File: config.mk
export PLATFORM = sky130hd
export DESIGN_NAME = branch_rs
export DESIGN_NICKNAME = d
export VERILOG_FILES = /design/src/rtl/branch_rs.sv
export SDC_FILE = /design/constraint.sdc
export NUM_CORES = 2
export LEC_CHECK = 0
export CORE_AREA = 2 2 379 306
export CTS_CLUSTER_DIAMETER = 100
export DETAILED_ROUTE_END_ITERATION = 8
export DIE_AREA = 0 0 381 308
export SYNTH_ARGS = -nofsm -noshare
export SYNTH_HDL_FRONTEND = slang
export SYNTH_SLANG_ARGS = --single-unit
export TNS_END_PERCENT = 5
File: constraint.sdc
create_clock -name clk -period 16.3 [get_ports clk]
set_input_delay 2.445 -clock clk [delete_from_list [all_inputs] [get_ports clk]]
set_output_delay 2.445 -clock clk [all_outputs]
set_load 0.05 [all_outputs]
File: src/rtl/branch_rs.sv
// Branch reservation station: an age-ordered compacting queue of branch-class
// micro-ops that captures operands from the CDB and issues the oldest ready op
// per cycle onto registered outputs feeding the branch functional unit.
module branch_rs #(
  parameter  int XLEN     = 32,
  parameter  int ROB_SIZE = 256,
  parameter  int RS_DEPTH = 4,
  localparam int TAGW     = $clog2(ROB_SIZE),
  localparam int CW       = $clog2(RS_DEPTH) + 1
) (
  input  logic            clk,
  input  logic            rst,
  input  logic            disp_valid,
  output logic            disp_ready,
  input  logic [4:0]      disp_opcode,
  input  logic [2:0]      disp_branch_type,
  input  logic [XLEN-1:0] disp_pc,
  input  logic [XLEN-1:0] disp_offset,
  input  logic [TAGW-1:0] disp_rob_entry,
  input  logic            disp_src1_rdy,
  input  logic [XLEN-1:0] disp_src1_val,
  input  logic [TAGW-1:0] disp_src1_tag,
  input  logic            disp_src2_rdy,
  input  logic [XLEN-1:0] disp_src2_val,
  input  logic [TAGW-1:0] disp_src2_tag,
  input  logic            cdb_valid,
  input  logic [TAGW-1:0] cdb_tag,
  input  logic [XLEN-1:0] cdb_data,
  input  logic            flush,
  output logic            issue_valid,
  output logic [4:0]      issue_opcode,
  output logic [2:0]      issue_branch_type,
  output logic [XLEN-1:0] issue_rs1,
  output logic [XLEN-1:0] issue_rs2,
  output logic [XLEN-1:0] issue_pc,
  output logic [XLEN-1:0] issue_offset,
  output logic [TAGW-1:0] issue_rob_entry,
  output logic [CW-1:0]   occupancy
);

  localparam int IW = $clog2(RS_DEPTH);

  typedef struct packed {
    logic [4:0]      opcode;
    logic [2:0]      btype;
    logic [XLEN-1:0] pc;
    logic [XLEN-1:0] off;
    logic [TAGW-1:0] rob;
    logic            s1_rdy;
    logic [XLEN-1:0] s1_val;
    logic [TAGW-1:0] s1_tag;
    logic            s2_rdy;
    logic [XLEN-1:0] s2_val;
    logic [TAGW-1:0] s2_tag;
  } entry_t;

  entry_t              ent_reg  [RS_DEPTH];
  entry_t              woken    [RS_DEPTH];
  entry_t              ent_next [RS_DEPTH];
  entry_t              disp_ent;
  logic [CW-1:0]       count_reg;
  logic [CW-1:0]       count_next;
  logic [CW-1:0]       tail;
  logic [RS_DEPTH-1:0] eligible;
  logic [IW-1:0]       sel;
  logic                issue_now;
  logic                accept;

  // Full-stall is decided from the registered count only; a same-cycle issue
  // does not free a slot for dispatch.
  assign disp_ready = (count_reg < CW'(RS_DEPTH));
  assign accept     = disp_valid && disp_ready && !flush;
  assign occupancy  = count_reg;
  assign tail       = count_reg - CW'(issue_now);
  assign count_next = count_reg + CW'(accept) - CW'(issue_now);

  generate
    for (genvar gi = 0; gi < RS_DEPTH; gi++) begin : g_entry
      // Eligibility uses registered ready bits, so a wakeup this cycle only
      // makes the entry selectable next cycle.
      assign eligible[gi] = (CW'(gi) < count_reg) && ent_reg[gi].s1_rdy && ent_reg[gi].s2_rdy;

      // Capture CDB data into any pending source whose tag matches.
      always_comb begin
        woken[gi] = ent_reg[gi];
        if (cdb_valid && !ent_reg[gi].s1_rdy && (ent_reg[gi].s1_tag == cdb_tag)) begin
          woken[gi].s1_rdy = 1'b1;
          woken[gi].s1_val = cdb_data;
        end
        if (cdb_valid && !ent_reg[gi].s2_rdy && (ent_reg[gi].s2_tag == cdb_tag)) begin
          woken[gi].s2_rdy = 1'b1;
          woken[gi].s2_val = cdb_data;
        end
      end

      // Shift down above the issued slot, then overlay the new op at the tail.
      if (gi < RS_DEPTH - 1) begin : g_shift
        always_comb begin
          ent_next[gi] = woken[gi];
          if (issue_now && (IW'(gi) >= sel)) ent_next[gi] = woken[gi+1];
          if (accept && (CW'(gi) == tail)) ent_next[gi] = disp_ent;
        end
      end else begin : g_top
        always_comb begin
          ent_next[gi] = woken[gi];
          if (accept && (CW'(gi) == tail)) ent_next[gi] = disp_ent;
        end
      end
    end
  endgenerate

  // Oldest-first select: lowest eligible index wins.
  always_comb begin
    issue_now = 1'b0;
    sel       = '0;
    for (int i = RS_DEPTH - 1; i >= 0; i--) begin
      if (eligible[i]) begin
        issue_now = 1'b1;
        sel       = IW'(i);
      end
    end
  end

  // Build the incoming entry, bypassing a same-cycle CDB broadcast into pending sources.
  always_comb begin
    disp_ent        = '0;
    disp_ent.opcode = disp_opcode;
    disp_ent.btype  = disp_branch_type;
    disp_ent.pc     = disp_pc;
    disp_ent.off    = disp_offset;
    disp_ent.rob    = disp_rob_entry;
    disp_ent.s1_tag = disp_src1_tag;
    disp_ent.s2_tag = disp_src2_tag;
    disp_ent.s1_rdy = disp_src1_rdy || (cdb_valid && (cdb_tag == disp_src1_tag));
    disp_ent.s1_val = disp_src1_rdy ? disp_src1_val : cdb_data;
    disp_ent.s2_rdy = disp_src2_rdy || (cdb_valid && (cdb_tag == disp_src2_tag));
    disp_ent.s2_val = disp_src2_rdy ? disp_src2_val : cdb_data;
  end

  // Entry payload storage; validity is implied by count_reg.
  always_ff @(posedge clk) begin
    for (int i = 0; i < RS_DEPTH; i++) begin
      ent_reg[i] <= ent_next[i];
    end
  end

  // Count and issue output registers; reset clears everything, flush drops state.
  always_ff @(posedge clk) begin
    if (rst) begin
      count_reg         <= '0;
      issue_valid       <= 1'b0;
      issue_opcode      <= '0;
      issue_branch_type <= '0;
      issue_rs1         <= '0;
      issue_rs2         <= '0;
      issue_pc          <= '0;
      issue_offset      <= '0;
      issue_rob_entry   <= '0;
    end else if (flush) begin
      count_reg   <= '0;
      issue_valid <= 1'b0;
    end else begin
      count_reg   <= count_next;
      issue_valid <= issue_now;
      if (issue_now) begin
        issue_opcode      <= ent_reg[sel].opcode;
        issue_branch_type <= ent_reg[sel].btype;
        issue_rs1         <= ent_reg[sel].s1_val;
        issue_rs2         <= ent_reg[sel].s2_val;
        issue_pc          <= ent_reg[sel].pc;
        issue_offset      <= ent_reg[sel].off;
        issue_rob_entry   <= ent_reg[sel].rob;
      end
    end
  end

endmodule

After elaboration in Yosys (flattened, before gate mapping) --
Memory sizes are Yosys's and may differ from the RTL's. A register that Yosys moved wholly into a read port is not among the register bits. Index checks and enable logic that the tools add are counted.
Operators by class: order comparisons 8, reductions and logical operators 49, muxes and demuxes 25, equal/unequal tests 13, add/subtract/negate cells 3, bitwise operators 1
Operator list (count):
- 162-bit two-way mux | 7
- 33-bit two-way mux | 8
- 8-bit == test | 10
- 32-bit two-way mux | 2
- 1-bit logical AND | 35
- 1-bit zero test | 9
- 2-bit two-way mux | 4
- 2-bit by 3-bit == test with 1-bit output, first input constant | 2
- 1-bit by 3-bit less-than comparator with 1-bit output, first input constant | 2
- 2-bit by 3-bit less-than comparator with 1-bit output, first input constant | 2
- 3-bit by 1-bit subtractor with 3-bit output | 2
- 1-bit by 2-bit greater-or-equal comparator with 1-bit output, first input constant | 2
- 1-bit two-way mux | 4
- 3-bit by 1-bit adder with 3-bit output | 1
- 1-bit by 3-bit == test with 1-bit output, first input constant | 1
- 3-bit zero test | 1
- 3-bit less-than comparator, second input constant | 1
- 2-bit greater-or-equal comparator, first input constant | 1
- 1-bit logical OR | 2
- 2-bit AND reduction | 1
- 2-bit OR reduction | 1
- 1-bit NOT | 1
Storage, ports and cells: bits in registers 4, input bits 207, memories 1, memory bits (writable) 648, word-level logic and storage cells 102
Memories:
- ent_reg | words 4, bits a word 162, read ports 5, clocked after Yosys merged registers in 1, write ports 4, RTL line 57 | entry_t ent_reg [RS_DEPTH];

Depth between registers and ports, before layout --
depth in word-level cells 11, depth in mapped cells 16, gate-level depth less buffers 14

Worst setup path after synthesis --
Ideal clock, no wire load.
path kind input port to flip-flop, start point input flush, end point memory ent_reg[0][49] (netlist bit), enable pin, path buffers 3, library setup time 430 ps, arrival time 6543 ps, path slack 9326 ps, data required time 15870 ps, cell stages on the path 7, path through buf_2 -> nor4b_4 -> nand3_1 -> clkbuf_1 -> clkbuf_1 -> nand2_1 -> o21bai_1
RTL lines:
- start: declaration | RTL line 29 | input logic flush,
- end: declaration | RTL line 57

==> key figures <==
Run status
  • Status: finished clean

Global route
  • Vias in the first global route: 32190
  • Largest net degree at the start of global routing: 161
  • Initial antenna violation count: 13
  • Gr ovfl total: 0
  • Global Route Usage Sum: 24.23%
  • Global-route wire length before repair: 215900 microns

Synthesis
  • Seq/Total Area, Yosys: 51.86%
  • Yosys top cell by area: edfxtp_1
  • Synth top area share: 34.28%
  • Ys flop type: edfxtp_1
  • Synthesis-stage register bit count: 796
  • Mean Syn Cell Area: 10.37 sq um
  • Mapped Nets: 4015
  • Synth Instances: 3801
  • Synth top area cells: edfxtp_1 (34%), dfxtp_1 (18%), mux2i_1 (8.7%)
  • Ys async rst share: 0%
  • Ys Warns: 0
  • Post-synth EDFFs: 450
  • Count of cell types in the netlist: 66
  • Synthesized cell area: 39420 sq um

Critical path
  • Startpoint types: input pin
  • WP data arrival: 5.77 ns
  • Internal reg-to-reg setup slack: 11.00 ns
  • Crit path kind: input pin to register
  • Endpoint class of the critical path: register
  • Slowest CP cell: buf_4
  • Worst-path cell chain: clkdlybuf4s50_1, nor4b_4, nand2_1, or2_4, nand2_4, buf_4
  • Critical R2R Launch: occupancy[2]$_SDFF_PP0_
  • CP Launch Point: flush
  • Crit-path max cell delay: 0.76 ns
  • CP Data Required Time: 16.57 ns
  • Max Fanout on Critical Path: 49

STA
  • Final setup viols: 0
  • Final Hold Vio Count: 0
  • Worst-Margin Slew: 1.206 ns
  • Final WS setup: 10.80 ns
  • WHS: 0.4575 ns
  • Final period util: 33.74%
  • RSZ-0062 raised after global routing: no
  • Max Freq: 0.1818 GHz
  • Period minus WS final: 5.500 ns
  • Sum Neg Setup Slack: 0 ns
  • Count of pins over their slew limit: 0
  • Max-slew headroom: 19.63%
  • Fin Clk Skew: 0.03500 ns

Finish
  • Area growth, synth to finish: 18.82%
  • Fin area: 46830 sq um
  • Most common cell after layout, fill and taps aside: nand2_1
  • Area occupied by multi-input gates: 17260 sq um
  • Max reg flops: 648
  • Layout cells sized above 1: 8.156%
  • Final net count: 4124
  • Sequential Area: 20440 sq um
  • Commonest cells after routing, fill and taps aside: nand2_1 (462), edfxtp_1 (450), nand3_1 (379), clkdlybuf4s50_1 (353), dfxtp_1 (346)
  • Fill cell count: 11060

Placement
  • DP HPWL: 82210 microns
  • IO Port Bufs: 355
  • Placer congestion estimate: 0.8008
  • Area after DPL: 43890 sq um
  • Dpl ws: 10.17 ns

Clocking
  • Clk slew on worst S/H paths: 0.06 ns
  • Hold buffer count at CTS: 0
  • Max Root-Sink Buffers: 3
  • H-tree depth: 3
  • CTS root buffer: clkbuf_16
  • # resized after CTS: 0
  • Cts bufs inserted: 89
  • Postcts setup bufs: 0
  • Clk Latency, worst-skew pair: 0.66 ns
  • CTS tree: done
  • Clk sinks: 796

Drt
  • # DRC: 0
  • First-pass DRT Iterations: 8
  • Vias per cell: 5.960
  • Final wirelength: 146800 microns
  • Vias: 32884
  • WL per Instance: 26.60 microns
  • Initial DRC Count: 3659
  • Antenna viol nets, final: 0

Die
  • Total core area: 113600 sq um
  • Die height: 308 microns
  • Rows: 111
  • Initial Util: 34.70%
  • Die area: 117300 sq um
  • IO Count: 356
  • Chip width: 381 microns

Power
  • Leak: 17.27 nW
  • VDD IR max: 271.3 uV
  • Pwr dens: 244.6 nW/um^2

Min path
  • Min-Delay Path Class: register to register
  • Worst Hold Launch: ent_reg[2][78]$_DFF_P_

Run
  • Max-Cap Viols: 0
-- cell type report --
cell class                      instances  share of cell area (%)
Tap cell                             1525                   4.074
Multi-Input combinational cell       2554                   36.86
Inverter                               44                  0.3740
Clock buffer                          134                   5.527
Sequential cell                       796                   43.64
Antenna cell                            7                 0.03740
Timing Repair Buffer                  425                   8.768
Clock inverter                         32                  0.7187
-- power by group --
group / switching, mW / internal [mW]
clock network: 0.862 / 1.18
logic: 3.77 / 1.65
registers: 0.471 / 3.52
-- stage by stage --
| stage | total power [mW] | std cells | utilization (%) |
|---|---|---|---|
| final | 11.46 | 5517 | 41.22 |
| after detailed placement | 9.386 | 5344 | 38.63 |
| after floorplan | 7.493 | 3801 | - |
| after CTS | 11.44 | 5510 | 41.21 |
| after global placement | 9.295 | 5344 | 38.63 |
| after global routing | 12.06 | 5515 | 41.22 |
-- critical path: cells and delay by family --
family,cells,cell delay (ns)
buffers and inverters,2,1.34
and+or+nand+nor,4,1.86
-- final timing paths --
kind              cells past startpoint                    endpoint
setup / recovery                      6   ent_reg[2][142]$_DFFE_PP_
hold / removal                        2  issue_rs1[29]$_SDFFE_PP0P_
setup reg to reg                     12   ent_reg[2][142]$_DFFE_PP_
hold reg to reg                       2  issue_rs1[29]$_SDFFE_PP0P_
-- cells by family (layout without fill, tap and decap cells) --
family	count (synthesis)	count (layout)	synth area share, %
other	0	7	0
flip-flops	796	796	51.86
AND/OR/NAND/NOR	1259	1259	14.99
buffers and inverters	451	635	4.946
adder cells (fa/ha/maj)	7	7	0.2412
multiplexers	405	405	10.49
XOR/XNOR	78	78	1.733
AO/OA/AOI/OAI	805	805	15.74
-- synth_stat cells, types with 9 or more instances --
| master | instances |
|---|---|
| nor2_1 | 203 |
| and2_1 | 19 |
| nand2_1 | 466 |
| a211oi_1 | 213 |
| buf_6 | 9 |
| dfxtp_1 | 346 |
| o31a_1 | 24 |
| and4_1 | 51 |
| o221ai_1 | 119 |
| a22o_1 | 96 |
| nor3_1 | 19 |
| xor2_1 | 55 |
| mux2_2 | 64 |
| nand4_1 | 68 |
| buf_1 | 30 |
| edfxtp_1 | 450 |
| a221oi_1 | 71 |
| xnor2_1 | 23 |
| a21oi_1 | 121 |
| a31oi_1 | 32 |
| a2111oi_0 | 31 |
| buf_2 | 63 |
| inv_1 | 42 |
| nand3_1 | 384 |
| mux2i_1 | 341 |
| buf_4 | 29 |
| o211ai_1 | 64 |
| clkbuf_1 | 275 |
-- metal layers --
layer  up-vias  track usage [%]  share of wire [%]
li1      14677                -                  -
met1     16234            33.70                 43
met2      1707            36.85                 44
met3       256            5.868                 10
met4        10            7.979                2.8
met5         -                0              0.035
Power figures use the tool's default switching activity.
